--- config.mk ---
export PLATFORM = sky130hd
export DESIGN_NAME = i2c_master_ctrl
export DESIGN_NICKNAME = d
export VERILOG_FILES = /design/src/rtl/i2c_pkg.sv /design/src/rtl/i2c_qtr_tick.sv /design/src/rtl/i2c_master_ctrl.sv
export SDC_FILE = /design/constraint.sdc
export NUM_CORES = 1
export LEC_CHECK = 0
export CORE_MARGIN = 5
export CORE_UTILIZATION = 40
export CTS_BUF_LIST = sky130_fd_sc_hd__clkbuf_4 sky130_fd_sc_hd__clkbuf_8 sky130_fd_sc_hd__clkbuf_16
export CTS_CLUSTER_SIZE = 8
export DETAILED_ROUTE_END_ITERATION = 10
export PLACE_DENSITY = 0.68
export SLEW_MARGIN = 30
export SYNTH_ARGS = -nofsm -noshare
export SYNTH_HDL_FRONTEND = slang
export SYNTH_SLANG_ARGS = --single-unit
--- constraint.sdc ---
create_clock -name PCLK -period 5.23 [get_ports PCLK]
set_input_delay 1.3075 -clock PCLK [delete_from_list [all_inputs] [get_ports PCLK]]
set_output_delay 1.3075 -clock PCLK [all_outputs]
set_load 0.05 [all_outputs]
--- src/rtl/i2c_pkg.sv ---
// Shared types and constants for the single-byte I2C master sequencer.
package i2c_pkg;

  // Transfer phases, in the order a transfer walks through them
  typedef enum logic [2:0] {
    ST_IDLE     = 3'd0,
    ST_START    = 3'd1,
    ST_ADDR     = 3'd2,
    ST_ADDR_ACK = 3'd3,
    ST_DATA     = 3'd4,
    ST_DATA_ACK = 3'd5,
    ST_STOP     = 3'd6
  } state_t;

  // Quarter index within one SCL bit period
  localparam logic [1:0] Q0 = 2'd0;
  localparam logic [1:0] Q1 = 2'd1;
  localparam logic [1:0] Q2 = 2'd2;
  localparam logic [1:0] Q3 = 2'd3;

  // Bit counter width: counts 7 down to 0, MSB first
  localparam int BIT_W = 3;

  // SCL is pulled low in q0 and q3 of every data/ack bit
  function automatic logic scl_pull_in_bit(input logic [1:0] qtr);
    return (qtr == Q0) || (qtr == Q3);
  endfunction

endpackage

--- src/rtl/i2c_qtr_tick.sv ---
// Quarter-period prescaler: pulses tick once every QTR clock cycles.
module i2c_qtr_tick
  import i2c_pkg::*;
#(
  parameter int QTR = 125
) (
  input  logic PCLK,
  input  logic PRESETn,
  input  logic clr,
  output logic tick
);

  logic [15:0] count_r;

  assign tick = (count_r == 16'(QTR - 1));

  // Free-running quarter counter, held at zero while the controller is idle
  always_ff @(posedge PCLK or negedge PRESETn) begin
    if (!PRESETn) begin
      count_r <= 16'd0;
    end else if (clr) begin
      count_r <= 16'd0;
    end else if (tick) begin
      count_r <= 16'd0;
    end else begin
      count_r <= count_r + 16'd1;
    end
  end

endmodule

--- src/rtl/i2c_master_ctrl.sv ---
// Single-byte I2C master: START, address byte, one data byte (write or read), STOP.
// Line drives are computed for the quarter being entered and registered, so
// scl_oe/sda_oe only move on quarter boundaries.
module i2c_master_ctrl
  import i2c_pkg::*;
#(
  parameter int dataWidth = 32,
  parameter int QTR       = 125
) (
  input  logic                 PCLK,
  input  logic                 PRESETn,
  input  logic                 startbit,
  input  logic                 resetbit,
  input  logic                 it_enable,
  input  logic [dataWidth-1:0] per_addr,
  input  logic [dataWidth-1:0] per_data,
  input  logic                 sda_i,
  output logic                 scl_oe,
  output logic                 sda_oe,
  output logic                 busy,
  output logic                 done,
  output logic                 ack_err,
  output logic [7:0]           rx_data,
  output logic                 irq
);

  state_t           state_r, state_n;
  logic [1:0]       qtr_r, qtr_n;
  logic [BIT_W-1:0] bit_r, bit_n;
  logic             tick_s, start_acc_s, finish_s, sample_s, read_done_s;
  logic             scl_n_s, sda_n_s;
  logic [7:0]       addr_r, data_r, shift_r;
  logic             scl_oe_r, sda_oe_r, busy_r, done_r, ack_err_r, irq_r;
  logic [7:0]       rx_data_r;
  logic             unused_s;

  // Only the low byte of each APB register is meaningful
  assign unused_s = ^{per_addr[dataWidth-1:8], per_data[dataWidth-1:8]};

  i2c_qtr_tick #(.QTR(QTR)) u_tick (
    .PCLK    (PCLK),
    .PRESETn (PRESETn),
    .clr     (resetbit | (state_r == ST_IDLE)),
    .tick    (tick_s)
  );

  assign sample_s    = tick_s && (qtr_r == Q2) && !resetbit;
  assign read_done_s = tick_s && (qtr_r == Q3) && (state_r == ST_DATA) &&
                       (bit_r == 3'd0) && addr_r[0] && !resetbit;

  // FSM state, quarter and bit counters
  always_ff @(posedge PCLK or negedge PRESETn) begin
    if (!PRESETn) begin
      state_r <= ST_IDLE;
      qtr_r   <= Q0;
      bit_r   <= 3'd0;
    end else begin
      state_r <= state_n;
      qtr_r   <= qtr_n;
      bit_r   <= bit_n;
    end
  end

  // Next state: soft reset first, then start acceptance, then quarter stepping
  always_comb begin
    state_n     = state_r;
    qtr_n       = qtr_r;
    bit_n       = bit_r;
    start_acc_s = 1'b0;
    finish_s    = 1'b0;
    if (resetbit) begin
      state_n = ST_IDLE;
      qtr_n   = Q0;
      bit_n   = 3'd0;
    end else if (state_r == ST_IDLE) begin
      if (startbit) begin
        start_acc_s = 1'b1;
        state_n     = ST_START;
        qtr_n       = Q0;
        bit_n       = 3'd0;
      end else begin
        state_n = ST_IDLE;
      end
    end else if (tick_s) begin
      if (qtr_r != Q3) begin
        qtr_n = qtr_r + 2'd1;
      end else begin
        qtr_n = Q0;
        case (state_r)
          ST_START: begin
            state_n = ST_ADDR;
            bit_n   = 3'd7;
          end
          ST_ADDR: begin
            if (bit_r == 3'd0) state_n = ST_ADDR_ACK;
            else               bit_n   = bit_r - 3'd1;
          end
          ST_ADDR_ACK: begin
            // ack_err was sampled in q2 of this bit and is still clear unless NACKed
            if (ack_err_r) begin
              state_n = ST_STOP;
            end else begin
              state_n = ST_DATA;
              bit_n   = 3'd7;
            end
          end
          ST_DATA: begin
            if (bit_r == 3'd0) state_n = ST_DATA_ACK;
            else               bit_n   = bit_r - 3'd1;
          end
          ST_DATA_ACK: state_n = ST_STOP;
          ST_STOP: begin
            state_n  = ST_IDLE;
            finish_s = 1'b1;
          end
          default: state_n = ST_IDLE;
        endcase
      end
    end else begin
      state_n = state_r;
    end
  end

  // Line drive for the quarter about to be entered
  always_comb begin
    scl_n_s = 1'b0;
    sda_n_s = 1'b0;
    case (state_n)
      ST_IDLE: begin
        scl_n_s = 1'b0;
        sda_n_s = 1'b0;
      end
      ST_START: begin
        scl_n_s = (qtr_n == Q3);
        sda_n_s = (qtr_n == Q2) || (qtr_n == Q3);
      end
      ST_ADDR: begin
        scl_n_s = scl_pull_in_bit(qtr_n);
        sda_n_s = ~addr_r[bit_n];
      end
      ST_ADDR_ACK, ST_DATA_ACK: begin
        scl_n_s = scl_pull_in_bit(qtr_n);
        sda_n_s = 1'b0;
      end
      ST_DATA: begin
        scl_n_s = scl_pull_in_bit(qtr_n);
        sda_n_s = addr_r[0] ? 1'b0 : ~data_r[bit_n];
      end
      ST_STOP: begin
        scl_n_s = (qtr_n == Q0);
        sda_n_s = (qtr_n == Q0) || (qtr_n == Q1);
      end
      default: begin
        scl_n_s = 1'b0;
        sda_n_s = 1'b0;
      end
    endcase
  end

  // Registered outputs, latched transfer bytes, status and receive shifter
  always_ff @(posedge PCLK or negedge PRESETn) begin
    if (!PRESETn) begin
      scl_oe_r  <= 1'b0;
      sda_oe_r  <= 1'b0;
      busy_r    <= 1'b0;
      done_r    <= 1'b0;
      ack_err_r <= 1'b0;
      irq_r     <= 1'b0;
      rx_data_r <= 8'd0;
      addr_r    <= 8'd0;
      data_r    <= 8'd0;
      shift_r   <= 8'd0;
    end else begin
      scl_oe_r <= scl_n_s;
      sda_oe_r <= sda_n_s;
      done_r   <= finish_s;
      if (resetbit) begin
        busy_r    <= 1'b0;
        ack_err_r <= 1'b0;
        irq_r     <= 1'b0;
      end else if (start_acc_s) begin
        busy_r    <= 1'b1;
        ack_err_r <= 1'b0;
        irq_r     <= 1'b0;
        addr_r    <= per_addr[7:0];
        data_r    <= per_data[7:0];
      end else begin
        if (finish_s) busy_r <= 1'b0;
        if (sample_s && sda_i &&
            ((state_r == ST_ADDR_ACK) || ((state_r == ST_DATA_ACK) && !addr_r[0])))
          ack_err_r <= 1'b1;
        if (sample_s && (state_r == ST_DATA) && addr_r[0])
          shift_r <= {shift_r[6:0], sda_i};
        if (read_done_s) rx_data_r <= shift_r;
        if (!it_enable)    irq_r <= 1'b0;
        else if (finish_s) irq_r <= 1'b1;
      end
    end
  end

  assign scl_oe  = scl_oe_r;
  assign sda_oe  = sda_oe_r;
  assign busy    = busy_r;
  assign done    = done_r;
  assign ack_err = ack_err_r;
  assign rx_data = rx_data_r;
  assign irq     = irq_r;

endmodule

=== After elaboration in Yosys (flattened, before gate mapping) ===
Cells that the tools add are included.

* Register bits: 62
* Bits in latches: 0
* RAM bits: 0
* Bits in read-only memories: 0
* Input port bits: 70
* Word-level logic and storage cells: 120
* Memories: 0

* Add/sub/neg operators: 3
* $mul: 0
* Divide/modulo/power cells: 0
* $lt $le $gt $ge: 1
* Equality and inequality tests: 20
* Shift operators: 0
* Mux-type cells: 49
* Bitwise operators: 5
* Reductions and logical operators: 28

{| class="wikitable"
|+ Operators by type and width
! cell !! number
|-
| 2-to-1 mux 3 bit || 13
|-
| 2-to-1 mux 16 bit || 2
|-
| 2-to-1 mux 1 bit || 22
|-
| equality test 3 bit (second input constant) || 6
|-
| adder 16 x 1 -> 16 bit (second input constant) || 1
|-
| equality test 16 x 7 -> 1 bit (second input constant) || 1
|-
| case mux 3 bit (5 select lines) || 1
|-
| equality test 3 x 2 -> 1 bit (second input constant) || 4
|-
| logical AND 1 bit || 12
|-
| 2-to-1 mux 2 bit || 6
|-
| case mux 3 bit (3 select lines) || 1
|-
| equality test 2 bit (second input constant) || 4
|-
| binary-select mux 1 bit (select 3 bit) || 2
|-
| equality test 3 x 1 -> 1 bit (second input constant) || 2
|-
| logical NOT 3 bit || 2
|-
| AND reduction 3 bit || 2
|-
| nonzero test 3 bit || 2
|-
| logical OR 1 bit || 4
|-
| less-than comparator 3 x 4 -> 1 bit (second input constant) || 1
|-
| != test 4 x 2 -> 1 bit (second input constant) || 1
|-
| inverter 1 bit || 4
|-
| case mux 1 bit (4 select lines) || 1
|-
| OR reduction 4 bit || 1
|-
| case mux 1 bit (3 select lines) || 1
|-
| 9 further kinds || 10
|}

=== Depth between registers and ports, before layout ===
Gate-level depths: netlist of the first run.

* Depth in word-level cells: 12
* Mapped depth: 13
* Depth with buffers taken out: 13

=== Modules after synthesis ===
From an unflattened synthesis of the first run, not the netlist that was laid out.

* Cell total of the unflattened synthesis: 313
* Area total of the unflattened synthesis: 3358.2 um2

{| class="wikitable"
|+ By module, submodules not included
! module !! times used !! cells each !! area each (um2) !! seq. area each (um2)
|-
| i2c_master_ctrl || 1 || 228 || 2517.4 || 1151.1
|-
| i2c_qtr_tick || 1 || 85 || 840.8 || 400.4
|}

=== Worst setup path after synthesis of the first run ===
No wires, ideal clock.

* Path type: input port to flip-flop
* Start point: input port resetbit
* End point: register sda_oe_r, in the netlist sda_oe
* Library setup time: 0.126 ns
* Arrival: 2.620 ns
* Path slack: 2.483 ns
* Stages: 8
* Buffers on the path: 1
* Cell sequence: a21oi_1 > and2_1 > a22oi_2 > buf_6 > mux2i_1 > mux2i_1 > mux2i_1 > a311o_1

* Cells in the longest elaborated chain, start to end: 6
* Elaborated cells between the ends (all ways): 21
* Those cells by class: 7 x eq/ne; 9 x mux; 2 x bitwise; 3 x reduce/logical

{| class="wikitable"
|+ RTL lines
! element !! RTL line !! text
|-
| start: declaration || i2c_master_ctrl.sv:13 || <nowiki>input logic resetbit,</nowiki>
|-
| 2-to-1 mux 3 bit || i2c_master_ctrl.sv:71 || <nowiki>if (resetbit) begin</nowiki>
|-
| binary-select mux 1 bit (select 3 bit) || i2c_master_ctrl.sv:147 || <nowiki>sda_n_s = addr_r[0] ? 1'b0 : ~data_r[bit_n];</nowiki>
|-
| 2-to-1 mux 1 bit (implied by the code) || i2c_master_ctrl.sv:147 ||
|-
| inverter 1 bit || i2c_master_ctrl.sv:147 ||
|-
| 2-to-1 mux 1 bit || i2c_master_ctrl.sv:147 ||
|-
| case mux 1 bit (4 select lines) * || i2c_master_ctrl.sv:128 || <nowiki>case (state_n)</nowiki>
|-
| net sda_n_s || i2c_master_ctrl.sv:31 || <nowiki>logic scl_n_s, sda_n_s;</nowiki>
|-
| end signal: assignment || i2c_master_ctrl.sv:175 || <nowiki>sda_oe_r <= sda_n_s;</nowiki>
|-
| end: declaration || i2c_master_ctrl.sv:33 || <nowiki>logic scl_oe_r, sda_oe_r, busy_r, done_r, ack_err_r, irq_r;</nowiki>
|}

The timed path passes the listed nets; every way through them passes the cells marked *. The select of a mux whose other input is x is not followed.
A chain may end at the register's enable or synchronous reset.

=== Worst setup path after layout of the first run ===
Same ends and word-level chain as after synthesis.

==> results of run 1 <==
## flip-flops by register name, indices dropped and copies added (netlist names)
register / cells
bit_r: 3
rx_data: 8
ack_err: 1
qtr_r: 2
data_r: 8
addr_r: 8
irq: 1
sda_oe: 1
u_tick.count_r: 16
state_r: 3
busy: 1
scl_oe: 1
shift_r: 8
done: 1
## worst reg2reg max path, delay by kind of cell (launching register included)
family	cells	cell delay, ps
AOI/OAI and AO/OA	3	1130
DFF	1	540
muxes	3	480
and+or+nand+nor	2	610
## logic make-up after synthesis
| family | after synthesis |
|---|---|
| AND/OR/NAND/NOR | 96 |
| flip-flops | 62 |
| multiplexers | 47 |
| buffers and inverters | 25 |
| AO/OA/AOI/OAI | 24 |
| XOR/XNOR | 17 |
| adder cells (fa/ha/maj) | 10 |
## worst paths after layout
path / endpoint / slack [ps] / depth (start not counted)
worst max-delay path: sda_oe$_DFF_PN0_ / 1450 / 8
worst min register to register: u_tick.count_r[0]$_DFF_PN0_ / 490 / 1
worst min-delay path: u_tick.count_r[0]$_DFF_PN0_ / 490 / 1
worst max register to register: sda_oe$_DFF_PN0_ / 2360 / 8
max in group asynchronous: data_r[3]$_DFFE_PN0P_ / 3620 / 2
min in group asynchronous: rx_data[5]$_DFFE_PN0P_ / 1120 / 2
## area by class of cell
class	instances	area, um2	share of cell area
Tap cell	102	127.6	0.03343
Clock buffer	9	123.9	0.03245
Clock inverter	7	75.07	0.01967
Multi-Input combinational cell	194	1523	0.3989
Timing Repair Buffer	37	360.3	0.09440
Sequential cell	62	1551	0.4064
Inverter	15	56.30	0.01475
## placed cells by master (no fill, tap or decap), types with 3 or more instances in the layout
cell type                         count
sky130_fd_sc_hd__o211ai_1             3
sky130_fd_sc_hd__nor2b_1              3
sky130_fd_sc_hd__clkdlybuf4s50_1     34
sky130_fd_sc_hd__nor3_1               4
sky130_fd_sc_hd__dfrtp_1             62
sky130_fd_sc_hd__nor2_1              29
sky130_fd_sc_hd__nor3b_1              3
sky130_fd_sc_hd__o22ai_1              3
sky130_fd_sc_hd__nand2b_1             6
sky130_fd_sc_hd__xor2_1              10
sky130_fd_sc_hd__xnor2_1              7
sky130_fd_sc_hd__clkinvlp_4           3
sky130_fd_sc_hd__a31oi_1              3
sky130_fd_sc_hd__nand4_1              4
sky130_fd_sc_hd__nand2_1             13
sky130_fd_sc_hd__nand3_1             12
sky130_fd_sc_hd__inv_1               15
sky130_fd_sc_hd__clkbuf_8             9
sky130_fd_sc_hd__mux2_2              32
sky130_fd_sc_hd__and4_1               3
sky130_fd_sc_hd__mux2i_1             15
sky130_fd_sc_hd__ha_1                10
## routing by layer
metal  share of wire  wire length, um  GRT usage
met1            0.50             2865     0.1707
met4           0.017               98    0.05987
met2            0.45             2585     0.1829
met5               0                0          0
met3           0.035              201    0.03226
## metrics by stage
stage          setup WS (ps)  instances    util  hold slack [ps]  total power [mW]
6_report                1452        426  0.4915            488.4             1.038
5_1_grt                 1296        426  0.4915            526.5             1.081
4_1_cts                 1436        426  0.4915            489.7             1.051
3_5_place_dp            1062        410  0.4659            479.5            0.6297
3_3_place_gp            1086        410  0.4659            479.4            0.6264
2_1_floorplan           2483        281       -            454.7            0.5874
## report_power, final
part           switching, mW  total (mW)  internal (mW)  leakage [nW]
Clock                  0.200       0.421          0.220        0.0914
Combinational         0.0421      0.0935         0.0515         0.771
Sequential            0.0174       0.524          0.507         0.829
==> flow_results.xml, run 1 <==
<?xml version="1.0" encoding="UTF-8"?>
<metrics>
  <group name="sta">
    <metric name="timing_hold_violations_final" unit="">0</metric>
    <metric name="slew_viol_final" unit="">0</metric>
    <metric name="worst_pin_slew" unit="ps">756.0</metric>
    <metric name="timing.final.crit_period" unit="ps">3778</metric>
    <metric name="timing.clock.skew" unit="ps">6.964</metric>
    <metric name="layout_worst_path_cycle_share" unit="">0.7223</metric>
    <metric name="setup-tns-final" unit="ps">0</metric>
    <metric name="unrepaired_setup_endpoints_after_global_routing" unit="">false</metric>
    <metric name="report.final.setup_viol" unit="">0</metric>
    <metric name="slew_headroom" unit="">0.4960</metric>
    <metric name="fmaxAchievable" unit="GHz">0.2647</metric>
  </group>
  <group name="critical_path">
    <metric name="rr_startpoint" unit="">state_r[2]$_DFF_PN0_</metric>
    <metric name="crit_path_start" unit="">resetbit</metric>
    <metric name="critical_path.n_buffers_inverters" unit="">1</metric>
    <metric name="criticalPathCategory" unit="">in2reg</metric>
    <metric name="cp_slowest_cell" unit="">sky130_fd_sc_hd__clkdlybuf4s50_1</metric>
    <metric name="cp-start-kind" unit="">input pin</metric>
    <metric name="worstSetupEndpointType" unit="">flop</metric>
    <metric name="worstPathArrival" unit="ps">4000</metric>
    <metric name="critical_path_peak_fanout" unit="">14</metric>
    <metric name="critPathMaxStageDelay" unit="ps">800</metric>
    <metric name="path_common_cell" unit="">sky130_fd_sc_hd__mux2i_1</metric>
    <metric name="crit_family" unit="">compound AO/OA/AOI/OAI gates</metric>
    <metric name="timing.critical_path.required" unit="ps">5450</metric>
    <metric name="timing.critical_path.cells" unit="">clkdlybuf4s50_1 -&gt; a21oi_1 -&gt; and2_1 -&gt; a22oi_2 -&gt; mux2i_1 -&gt; mux2i_1 -&gt; mux2i_1 -&gt; a311o_1</metric>
  </group>
  <group name="logic_synthesis">
    <metric name="synth_fp_nets" unit="">361</metric>
    <metric name="ys_seq_area_frac" unit="">0.4863</metric>
    <metric name="yosys.cell_count.top_type" unit="">sky130_fd_sc_hd__dfrtp_1</metric>
    <metric name="yosys.area_share.xor_xnor" unit="">0.04667</metric>
    <metric name="synthAdderAreaFrac" unit="">0.03922</metric>
    <metric name="async_reset_ff_frac" unit="">1.000</metric>
    <metric name="synthDistinctLibCells" unit="">49</metric>
    <metric name="synthSimpleGateAreaFrac" unit="">0.1741</metric>
    <metric name="synth.area.mux_share" unit="">0.1600</metric>
    <metric name="synth_ff_type" unit="">sky130_fd_sc_hd__dfrtp_1</metric>
    <metric name="synthTopCellsByArea" unit="">sky130_fd_sc_hd__dfrtp_1 (49%), sky130_fd_sc_hd__mux2_2 (11%), sky130_fd_sc_hd__mux2i_1 (4.7%)</metric>
    <metric name="synth_top_cell_area_share" unit="">0.4863</metric>
    <metric name="largest_family_of_logic_cells_by_synthesized_area" unit="">simple AND/OR/NAND/NOR gates</metric>
    <metric name="synth_cells" unit="">281</metric>
    <metric name="synth_compound_area_frac" unit="">0.05725</metric>
    <metric name="mappedNetlistArea" unit="um2">3191</metric>
    <metric name="synth-edff-count" unit="">0</metric>
    <metric name="synth.avg_cell_area" unit="um2">11.35</metric>
    <metric name="ys.warnings.count" unit="">0</metric>
    <metric name="ys_top_cells_by_count" unit="">sky130_fd_sc_hd__dfrtp_1 (62), sky130_fd_sc_hd__mux2_2 (32), sky130_fd_sc_hd__nor2_1 (29)</metric>
    <metric name="synth-seq-cells" unit="">62</metric>
    <metric name="yosysTopAreaCell" unit="">sky130_fd_sc_hd__dfrtp_1</metric>
  </group>
  <group name="clocking">
    <metric name="postCtsResizedCells" unit="">0</metric>
    <metric name="clkSinkCount" unit="">62</metric>
    <metric name="worst_setup_hold_path_clk_slew" unit="ps">70</metric>
    <metric name="tritoncts.num_buffers" unit="">9</metric>
    <metric name="cts_max_path_buffers" unit="">2</metric>
    <metric name="cts_post_setup_buffers_inserted" unit="">0</metric>
    <metric name="clock_tree.htree_level_count" unit="">3</metric>
    <metric name="post_cts_hold_buffer_count" unit="">0</metric>
    <metric name="clock_latency" unit="ps">340</metric>
    <metric name="clock_tree_from_tritoncts" unit="">built</metric>
    <metric name="root_buffer" unit="">sky130_fd_sc_hd__clkbuf_8</metric>
  </group>
  <group name="global_routing">
    <metric name="wire_length_of_the_first_global_routing_pass" unit="mm">9.922</metric>
    <metric name="via_count_of_the_first_global_routing_pass" unit="">2191</metric>
    <metric name="grt.total_usage" unit="">0.1244</metric>
    <metric name="grt_remaining_overflow" unit="">0</metric>
    <metric name="antenna_found_initial" unit="">0</metric>
    <metric name="largest_net_degree_at_the_start_of_global_routing" unit="">63</metric>
  </group>
  <group name="routing">
    <metric name="vias" unit="">2129</metric>
    <metric name="detailedRoute.firstIterationViolations" unit="">141</metric>
    <metric name="ant_nets" unit="">0</metric>
    <metric name="postRouteWirelength" unit="mm">5.751</metric>
    <metric name="vias_per_cell" unit="">4.998</metric>
    <metric name="detailedRoute.firstPassIterationCount" unit="">4</metric>
    <metric name="drcViolationCount" unit="">0</metric>
    <metric name="wl_per_cell" unit="um">13.50</metric>
  </group>
  <group name="hold_path">
    <metric name="worstHoldPathType" unit="">reg2reg</metric>
    <metric name="hold_path.startpoint" unit="">u_tick.count_r[0]$_DFF_PN0_</metric>
  </group>
  <group name="finish">
    <metric name="design.final.nets" unit="">399</metric>
    <metric name="fin_area" unit="um2">3817</metric>
    <metric name="syn2layout_area_growth" unit="%">19.65</metric>
    <metric name="diodes" unit="">0</metric>
    <metric name="n_fill_cell" unit="">736</metric>
    <metric name="fraction_of_final_layout_cells_sized_beyond_drive_strength_1" unit="">0.1914</metric>
  </group>
  <group name="die">
    <metric name="die-width" unit="um">99.31</metric>
    <metric name="core.rowCount" unit="">32</metric>
    <metric name="design.portCount" unit="">84</metric>
    <metric name="floorplan.die_area" unit="um2">9862</metric>
    <metric name="die_height" unit="um">99.31</metric>
    <metric name="core-area" unit="um2">7767</metric>
    <metric name="starting_density_of_the_core" unit="">0.4108</metric>
  </group>
  <group name="flow_run">
    <metric name="drv.max_cap_violation_count" unit="">0</metric>
  </group>
  <group name="pwr">
    <metric name="power_per_cell_area" unit="nW/um2">272.0</metric>
    <metric name="maximum_resistive_drop_on_vdd" unit="V">0.0001611</metric>
    <metric name="power.static_leakage" unit="nW">1.691</metric>
  </group>
  <group name="place">
    <metric name="portBuffers" unit="">35</metric>
    <metric name="post_place_instance_area" unit="um2">3618</metric>
    <metric name="place_congestion" unit="">0.7951</metric>
    <metric name="hpwl" unit="mm">3.998</metric>
  </group>
  <group name="status">
    <metric name="outcome" unit="">finished, final reports clean</metric>
  </group>
</metrics>
Power figures use the tool's default switching activity.
==> run 2: changes to the inputs <==
clock period = 3.6 ns   (was 5.23 ns; I/O delays follow)
==> run 2 against run 1 <==
Net effect: clock power rose by 67%; critical endpoint unchanged; sequential share of layout area fell by 0.62 points; clock skew rose by 0.94 ps; register-to-register slack got worse by 1500 ps; critical path depth rose by 3; critical path type is now reg2reg; global-route usage rose by 0.55 points; sequential power rose by 45%.
==> flow_results.xml, run 2 (synthesized netlist as in run 1, its figures left out) <==
<?xml version="1.0" encoding="UTF-8"?>
<metrics>
  <group name="die">
    <metric name="floorplan.die_area" unit="um2">9862</metric>
    <metric name="core-area" unit="um2">7767</metric>
    <metric name="die-width" unit="um">99.31</metric>
    <metric name="design.portCount" unit="">84</metric>
    <metric name="core.rowCount" unit="">32</metric>
    <metric name="starting_density_of_the_core" unit="">0.4108</metric>
    <metric name="die_height" unit="um">99.31</metric>
  </group>
  <group name="global_routing">
    <metric name="met2_usage" unit="">0.1885</metric>
    <metric name="wire_length_of_the_first_global_routing_pass" unit="mm">10.17</metric>
    <metric name="via_count_of_the_first_global_routing_pass" unit="">2168</metric>
    <metric name="grt.total_usage" unit="">0.1299</metric>
    <metric name="grt.met3_usage" unit="">0.03997</metric>
    <metric name="grt_remaining_overflow" unit="">0</metric>
    <metric name="globalRouteMet1Util" unit="">0.1761</metric>
    <metric name="largest_net_degree_at_the_start_of_global_routing" unit="">44</metric>
    <metric name="antenna_found_initial" unit="">0</metric>
    <metric name="global_route.peak_usage_layer" unit="">met2</metric>
  </group>
  <group name="clocking">
    <metric name="cts_post_setup_buffers_inserted" unit="">0</metric>
    <metric name="clock_tree.htree_level_count" unit="">3</metric>
    <metric name="clock_latency" unit="ps">350</metric>
    <metric name="postCtsResizedCells" unit="">0</metric>
    <metric name="post_cts_hold_buffer_count" unit="">0</metric>
    <metric name="root_buffer" unit="">sky130_fd_sc_hd__clkbuf_8</metric>
    <metric name="clkSinkCount" unit="">62</metric>
    <metric name="tritoncts.num_buffers" unit="">9</metric>
    <metric name="clock_tree_from_tritoncts" unit="">built</metric>
    <metric name="cts_max_path_buffers" unit="">2</metric>
    <metric name="worst_setup_hold_path_clk_slew" unit="ps">70</metric>
  </group>
  <group name="finish">
    <metric name="syn2layout_area_growth" unit="%">21.49</metric>
    <metric name="fin_area" unit="um2">3876</metric>
    <metric name="design.final.nets" unit="">402</metric>
    <metric name="fraction_of_final_layout_cells_sized_beyond_drive_strength_1" unit="">0.1988</metric>
    <metric name="diodes" unit="">0</metric>
    <metric name="most_frequent_standard_cell_in_the_layout_excluding_fill_and_tap_cells" unit="">sky130_fd_sc_hd__dfrtp_1</metric>
    <metric name="finalCoreUtilization" unit="">0.4990</metric>
    <metric name="number_of_flip_flops_under_the_largest_register_name" unit="">16</metric>
    <metric name="n_fill_cell" unit="">702</metric>
    <metric name="most-common-layout-cells" unit="">sky130_fd_sc_hd__dfrtp_1 (62), sky130_fd_sc_hd__clkdlybuf4s50_1 (34), sky130_fd_sc_hd__mux2_2 (32)</metric>
    <metric name="max_flop_register" unit="">u_tick.count_r</metric>
    <metric name="fin_cells" unit="">429</metric>
  </group>
  <group name="sta">
    <metric name="worst_pin_slew" unit="ps">596.1</metric>
    <metric name="timing.final.ws_setup" unit="ps">901.9</metric>
    <metric name="timing.final.crit_period" unit="ps">2698</metric>
    <metric name="unrepaired_setup_endpoints_after_global_routing" unit="">false</metric>
    <metric name="layout_worst_path_cycle_share" unit="">0.7495</metric>
    <metric name="timing.clock.skew" unit="ps">7.907</metric>
    <metric name="timing_hold_violations_final" unit="">0</metric>
    <metric name="report.final.setup_viol" unit="">0</metric>
    <metric name="fmaxAchievable" unit="GHz">0.3706</metric>
    <metric name="fin_worst_hold_slack" unit="ps">499.6</metric>
    <metric name="slew_viol_final" unit="">0</metric>
    <metric name="setup-tns-final" unit="ps">0</metric>
    <metric name="slew_headroom" unit="">0.6011</metric>
  </group>
  <group name="pwr">
    <metric name="maximum_resistive_drop_on_vdd" unit="V">0.0002442</metric>
    <metric name="pwr-share-comb" unit="">0.087</metric>
    <metric name="power_per_cell_area" unit="nW/um2">413.2</metric>
    <metric name="power.sequential.fraction" unit="">0.475</metric>
    <metric name="internal-power" unit="mW">1.240</metric>
    <metric name="finalPower" unit="mW">1.602</metric>
    <metric name="power.switching_fraction" unit="">0.2255</metric>
    <metric name="power_frac_clock" unit="">0.438</metric>
    <metric name="psw" unit="mW">0.3613</metric>
    <metric name="power.static_leakage" unit="nW">1.730</metric>
  </group>
  <group name="routing">
    <metric name="postRouteWirelength" unit="mm">5.887</metric>
    <metric name="wl_per_cell" unit="um">13.72</metric>
    <metric name="ant_nets" unit="">0</metric>
    <metric name="vias" unit="">2183</metric>
    <metric name="drcViolationCount" unit="">0</metric>
    <metric name="detailedRoute.firstIterationViolations" unit="">77</metric>
    <metric name="vias_per_cell" unit="">5.089</metric>
    <metric name="detailedRoute.firstPassIterationCount" unit="">4</metric>
  </group>
  <group name="place">
    <metric name="place.detailed.instances" unit="">413</metric>
    <metric name="hpwl" unit="mm">4.179</metric>
    <metric name="place_congestion" unit="">0.8225</metric>
    <metric name="post_place_instance_area" unit="um2">3641</metric>
    <metric name="pre_cts_ws" unit="ps">569.1</metric>
    <metric name="portBuffers" unit="">35</metric>
  </group>
  <group name="critical_path">
    <metric name="path_common_cell" unit="">sky130_fd_sc_hd__ha_1</metric>
    <metric name="critical_path_peak_fanout" unit="">4</metric>
    <metric name="worstSetupEndpointType" unit="">flop</metric>
    <metric name="crit_family" unit="">simple AND/OR/NAND/NOR gates</metric>
    <metric name="cp-start-kind" unit="">flop</metric>
    <metric name="critical_path.n_buffers_inverters" unit="">1</metric>
    <metric name="criticalPathCategory" unit="">reg2reg</metric>
    <metric name="timing.critical_path.cells" unit="">inv_1 -&gt; ha_1 -&gt; nand2b_1 -&gt; or3_1 -&gt; nor3_1 -&gt; mux2i_1 -&gt; nand2_1 -&gt; ha_1 -&gt; o211ai_1 -&gt; o21ai_0 -&gt; a311o_1</metric>
    <metric name="cp_slowest_cell" unit="">sky130_fd_sc_hd__dfrtp_1</metric>
    <metric name="worstPathArrival" unit="ps">2930</metric>
    <metric name="timing.critical_path.required" unit="ps">3830</metric>
    <metric name="critPathMaxStageDelay" unit="ps">410</metric>
  </group>
  <group name="status">
    <metric name="outcome" unit="">finished, final reports clean</metric>
  </group>
  <group name="flow_run">
    <metric name="drv.max_cap_violation_count" unit="">0</metric>
  </group>
  <group name="hold_path">
    <metric name="worstHoldPathType" unit="">reg2reg</metric>
  </group>
</metrics>
==> run 2: area by class of cell <==
class / count / area, um2 / area share
Clock inverter: 5 / 81.33 / 0.02098
Clock buffer: 11 / 151.4 / 0.03906
Timing Repair Buffer: 40 / 385.4 / 0.09942
Inverter: 15 / 56.30 / 0.01453
Tap cell: 102 / 127.6 / 0.03292
Multi-Input combinational cell: 194 / 1523 / 0.3928
Sequential cell: 62 / 1551 / 0.4003
==> run 2: routing by layer <==
metal	wire length [um]	share of wire
met5	0	0
met2	2571	0.44
met1	2913	0.49
met4	153	0.026
met3	248	0.042
==> run 2: path summary, 6_finish.rpt <==
path,startpoint,endpoint,slack (ps),cells past startpoint
setup / recovery,u_tick.count_r[0]$_DFF_PN0_,sda_oe$_DFF_PN0_,900,11
hold / removal,u_tick.count_r[0]$_DFF_PN0_,u_tick.count_r[0]$_DFF_PN0_,500,1
setup reg to reg,u_tick.count_r[0]$_DFF_PN0_,sda_oe$_DFF_PN0_,900,11
hold reg to reg,u_tick.count_r[0]$_DFF_PN0_,u_tick.count_r[0]$_DFF_PN0_,500,1
max in group asynchronous,PRESETn,busy$_DFFE_PN0P_,2410,2
min in group asynchronous,PRESETn,rx_data[3]$_DFFE_PN0P_,520,1
==> run 2: power groups by stage <==
stage	clock, mW	sequential [mW]	combinational [mW]
after floorplan	0	0.770	0.0836
after global placement	0	0.774	0.138
after detailed placement	0	0.775	0.142
after CTS	0.723	0.762	0.142
after global routing	0.753	0.767	0.155
final	0.701	0.762	0.139
==> run 2: worst reg2reg max path, delay by kind of cell, from the launching register on <==
kind,cells,cell delay (ps)
simple gates,4,830
compound gates,3,640
fa+ha+maj,2,370
flops,1,410
buf+inv,1,90
mux,1,240
==> run 3: changes to the inputs <==
clock period = 2.75 ns   (was 3.6 ns; I/O delays follow)
==> run 3 against run 2 <==
Net effect: clock power is essentially flat; critical path depth is the same; fmax grew 6.0%; combinational power grew 40%; cell area grew 1.2%; wire length grew 3.6%; flip-flop and latch count is the same; clock skew shrank 1.3 ps; die area is the same; non-clock buffer count grew 10; critical path type unchanged; highest routed layer unchanged.
==> flow_results.xml, run 3 (synthesized netlist as in run 1, its figures left out) <==
<?xml version="1.0" encoding="UTF-8"?>
<metrics>
  <group name="routing">
    <metric name="m1WireLength" unit="mm">2.993</metric>
    <metric name="wl_met2" unit="mm">2.752</metric>
    <metric name="postRouteWirelength" unit="mm">6.101</metric>
    <metric name="detailedRoute.firstPassIterationCount" unit="">4</metric>
    <metric name="dr_wl_met3" unit="um">241</metric>
    <metric name="wl_per_cell" unit="um">13.90</metric>
    <metric name="ant_nets" unit="">0</metric>
    <metric name="detailedRoute.firstIterationViolations" unit="">93</metric>
    <metric name="vias" unit="">2221</metric>
    <metric name="drcViolationCount" unit="">0</metric>
    <metric name="top_routing_layer_in_use" unit="">met4</metric>
    <metric name="vias_per_cell" unit="">5.059</metric>
  </group>
  <group name="sta">
    <metric name="fin_worst_hold_slack" unit="ps">354.7</metric>
    <metric name="timing.clock.skew" unit="ps">6.643</metric>
    <metric name="fmaxAchievable" unit="GHz">0.3929</metric>
    <metric name="setup-tns-final" unit="ps">0</metric>
    <metric name="layout_worst_path_cycle_share" unit="">0.9255</metric>
    <metric name="report.final.setup_viol" unit="">0</metric>
    <metric name="slew_headroom" unit="">0.6047</metric>
    <metric name="unrepaired_setup_endpoints_after_global_routing" unit="">false</metric>
    <metric name="timing.final.crit_period" unit="ps">2545</metric>
    <metric name="timing_hold_violations_final" unit="">0</metric>
    <metric name="worst_pin_slew" unit="ps">592.9</metric>
    <metric name="slew_viol_final" unit="">0</metric>
    <metric name="timing.final.ws_setup" unit="ps">204.9</metric>
  </group>
  <group name="pwr">
    <metric name="power.switching_fraction" unit="">0.2399</metric>
    <metric name="psw" unit="mW">0.4540</metric>
    <metric name="pwr-share-comb" unit="">0.103</metric>
    <metric name="maximum_resistive_drop_on_vdd" unit="V">0.0002890</metric>
    <metric name="power.static_leakage" unit="nW">1.769</metric>
    <metric name="internal-power" unit="mW">1.439</metric>
    <metric name="power_frac_clock" unit="">0.372</metric>
    <metric name="power_per_cell_area" unit="nW/um2">482.6</metric>
    <metric name="power.sequential.fraction" unit="">0.525</metric>
    <metric name="finalPower" unit="mW">1.893</metric>
  </group>
  <group name="clocking">
    <metric name="clock_tree.htree_level_count" unit="">3</metric>
    <metric name="worst_setup_hold_path_clk_slew" unit="ps">60</metric>
    <metric name="root_buffer" unit="">sky130_fd_sc_hd__clkbuf_8</metric>
    <metric name="clock_latency" unit="ps">340</metric>
    <metric name="clock_tree_from_tritoncts" unit="">built</metric>
    <metric name="post_cts_hold_buffer_count" unit="">0</metric>
    <metric name="cts_max_path_buffers" unit="">2</metric>
    <metric name="tritoncts.num_buffers" unit="">9</metric>
    <metric name="clkSinkCount" unit="">62</metric>
  </group>
  <group name="critical_path">
    <metric name="crit_path_start" unit="">u_tick.count_r[0]$_DFF_PN0_</metric>
    <metric name="r2r-end" unit="">sda_oe$_DFF_PN0_</metric>
    <metric name="worstSetupEndpointType" unit="">flop</metric>
    <metric name="ff2ff_setup_slack" unit="ps">200</metric>
    <metric name="worst_reg_to_reg_cells" unit="">11</metric>
    <metric name="worstPathArrival" unit="ps">2760</metric>
    <metric name="timing.critical_path.required" unit="ps">2960</metric>
    <metric name="cp-start-kind" unit="">flop</metric>
    <metric name="criticalPathCategory" unit="">reg2reg</metric>
    <metric name="rr_startpoint" unit="">u_tick.count_r[0]$_DFF_PN0_</metric>
    <metric name="critical_path_peak_fanout" unit="">4</metric>
  </group>
  <group name="die">
    <metric name="core-area" unit="um2">7767</metric>
    <metric name="die-width" unit="um">99.31</metric>
    <metric name="starting_density_of_the_core" unit="">0.4108</metric>
    <metric name="floorplan.die_area" unit="um2">9862</metric>
    <metric name="die_height" unit="um">99.31</metric>
    <metric name="design.portCount" unit="">84</metric>
    <metric name="core.rowCount" unit="">32</metric>
  </group>
  <group name="global_routing">
    <metric name="grt_remaining_overflow" unit="">0</metric>
    <metric name="largest_net_degree_at_the_start_of_global_routing" unit="">39</metric>
    <metric name="via_count_of_the_first_global_routing_pass" unit="">2387</metric>
    <metric name="wire_length_of_the_first_global_routing_pass" unit="mm">10.76</metric>
    <metric name="antenna_found_initial" unit="">0</metric>
    <metric name="grt.total_usage" unit="">0.1356</metric>
  </group>
  <group name="place">
    <metric name="place.detailed.instances" unit="">420</metric>
    <metric name="pre_cts_ws" unit="ps">96.55</metric>
    <metric name="portBuffers" unit="">35</metric>
    <metric name="hpwl" unit="mm">4.392</metric>
    <metric name="post_place_instance_area" unit="um2">3719</metric>
    <metric name="place_congestion" unit="">0.8551</metric>
  </group>
  <group name="finish">
    <metric name="fin_area" unit="um2">3921</metric>
    <metric name="most-common-layout-cells" unit="">sky130_fd_sc_hd__dfrtp_1 (62), sky130_fd_sc_hd__clkdlybuf4s50_1 (34), sky130_fd_sc_hd__mux2_2 (32)</metric>
    <metric name="design.final.nets" unit="">412</metric>
    <metric name="finalCoreUtilization" unit="">0.5048</metric>
    <metric name="syn2layout_area_growth" unit="%">22.90</metric>
    <metric name="diodes" unit="">0</metric>
    <metric name="fraction_of_final_layout_cells_sized_beyond_drive_strength_1" unit="">0.2255</metric>
    <metric name="most_frequent_standard_cell_in_the_layout_excluding_fill_and_tap_cells" unit="">sky130_fd_sc_hd__dfrtp_1</metric>
    <metric name="number_of_flip_flops_under_the_largest_register_name" unit="">16</metric>
    <metric name="max_flop_register" unit="">u_tick.count_r</metric>
    <metric name="fin_cells" unit="">439</metric>
    <metric name="n_fill_cell" unit="">738</metric>
  </group>
  <group name="hold_path">
    <metric name="worstHoldPathType" unit="">in2async</metric>
  </group>
  <group name="flow_run">
    <metric name="drv.max_cap_violation_count" unit="">0</metric>
  </group>
  <group name="status">
    <metric name="outcome" unit="">finished, final reports clean</metric>
  </group>
</metrics>
## run 3: cell type report
cell class,count,area (um2),share of cell area
timing repair buffer,50,483.0,0.1232
tap,102,127.6,0.03255
sequential,62,1551,0.3957
clock inverter,4,22.52,0.005743
multi-input combinational,194,1528,0.3896
clock buffer,12,152.6,0.03893
inverter,15,56.30,0.01436
## run 3: critical path, cell delays in order, from the launching register on
cell	delay, ps
sky130_fd_sc_hd__dfrtp_1	410
sky130_fd_sc_hd__inv_1	80
sky130_fd_sc_hd__ha_1	160
sky130_fd_sc_hd__nand2b_1	80
sky130_fd_sc_hd__or3_1	330
sky130_fd_sc_hd__nor3_2	220
sky130_fd_sc_hd__mux2i_1	210
sky130_fd_sc_hd__nand2_1	110
sky130_fd_sc_hd__ha_1	220
sky130_fd_sc_hd__o211ai_1	170
sky130_fd_sc_hd__o21ai_0	110
sky130_fd_sc_hd__a311o_1	330
## run 3: layer usage
metal,vias up,global-route usage
met5,-,0
met1,1086,0.1794
met2,41,0.2076
li1,1085,-
met3,9,0.02665
met4,0,0.07668
## run 3: worst max-delay path by stage
stage                  endpoint  slack (ps)
3_3_place_gp   sda_oe$_DFF_PN0_         110
3_5_place_dp   sda_oe$_DFF_PN0_         100
2_1_floorplan  sda_oe$_DFF_PN0_         330
4_1_cts        sda_oe$_DFF_PN0_          90
5_1_grt        sda_oe$_DFF_PN0_          10
6_report       sda_oe$_DFF_PN0_         200
## run 3: power groups by stage
stage	Combinational [mW]	Clock [mW]	Sequential [mW]
6_report	0.195	0.703	0.994
5_1_grt	0.218	0.767	1.00
4_1_cts	0.199	0.731	0.994
3_5_place_dp	0.198	0	1.01
3_3_place_gp	0.194	0	1.01
2_1_floorplan	0.109	0	1.01
## run 3: repair_timing
| action | 4_1_cts | 5_1_grt |
|---|---|---|
| setup buffers | 0 | 3 |
| resized for setup | 0 | 1 |
| endpoints found under the setup margin | 0 | 1 |
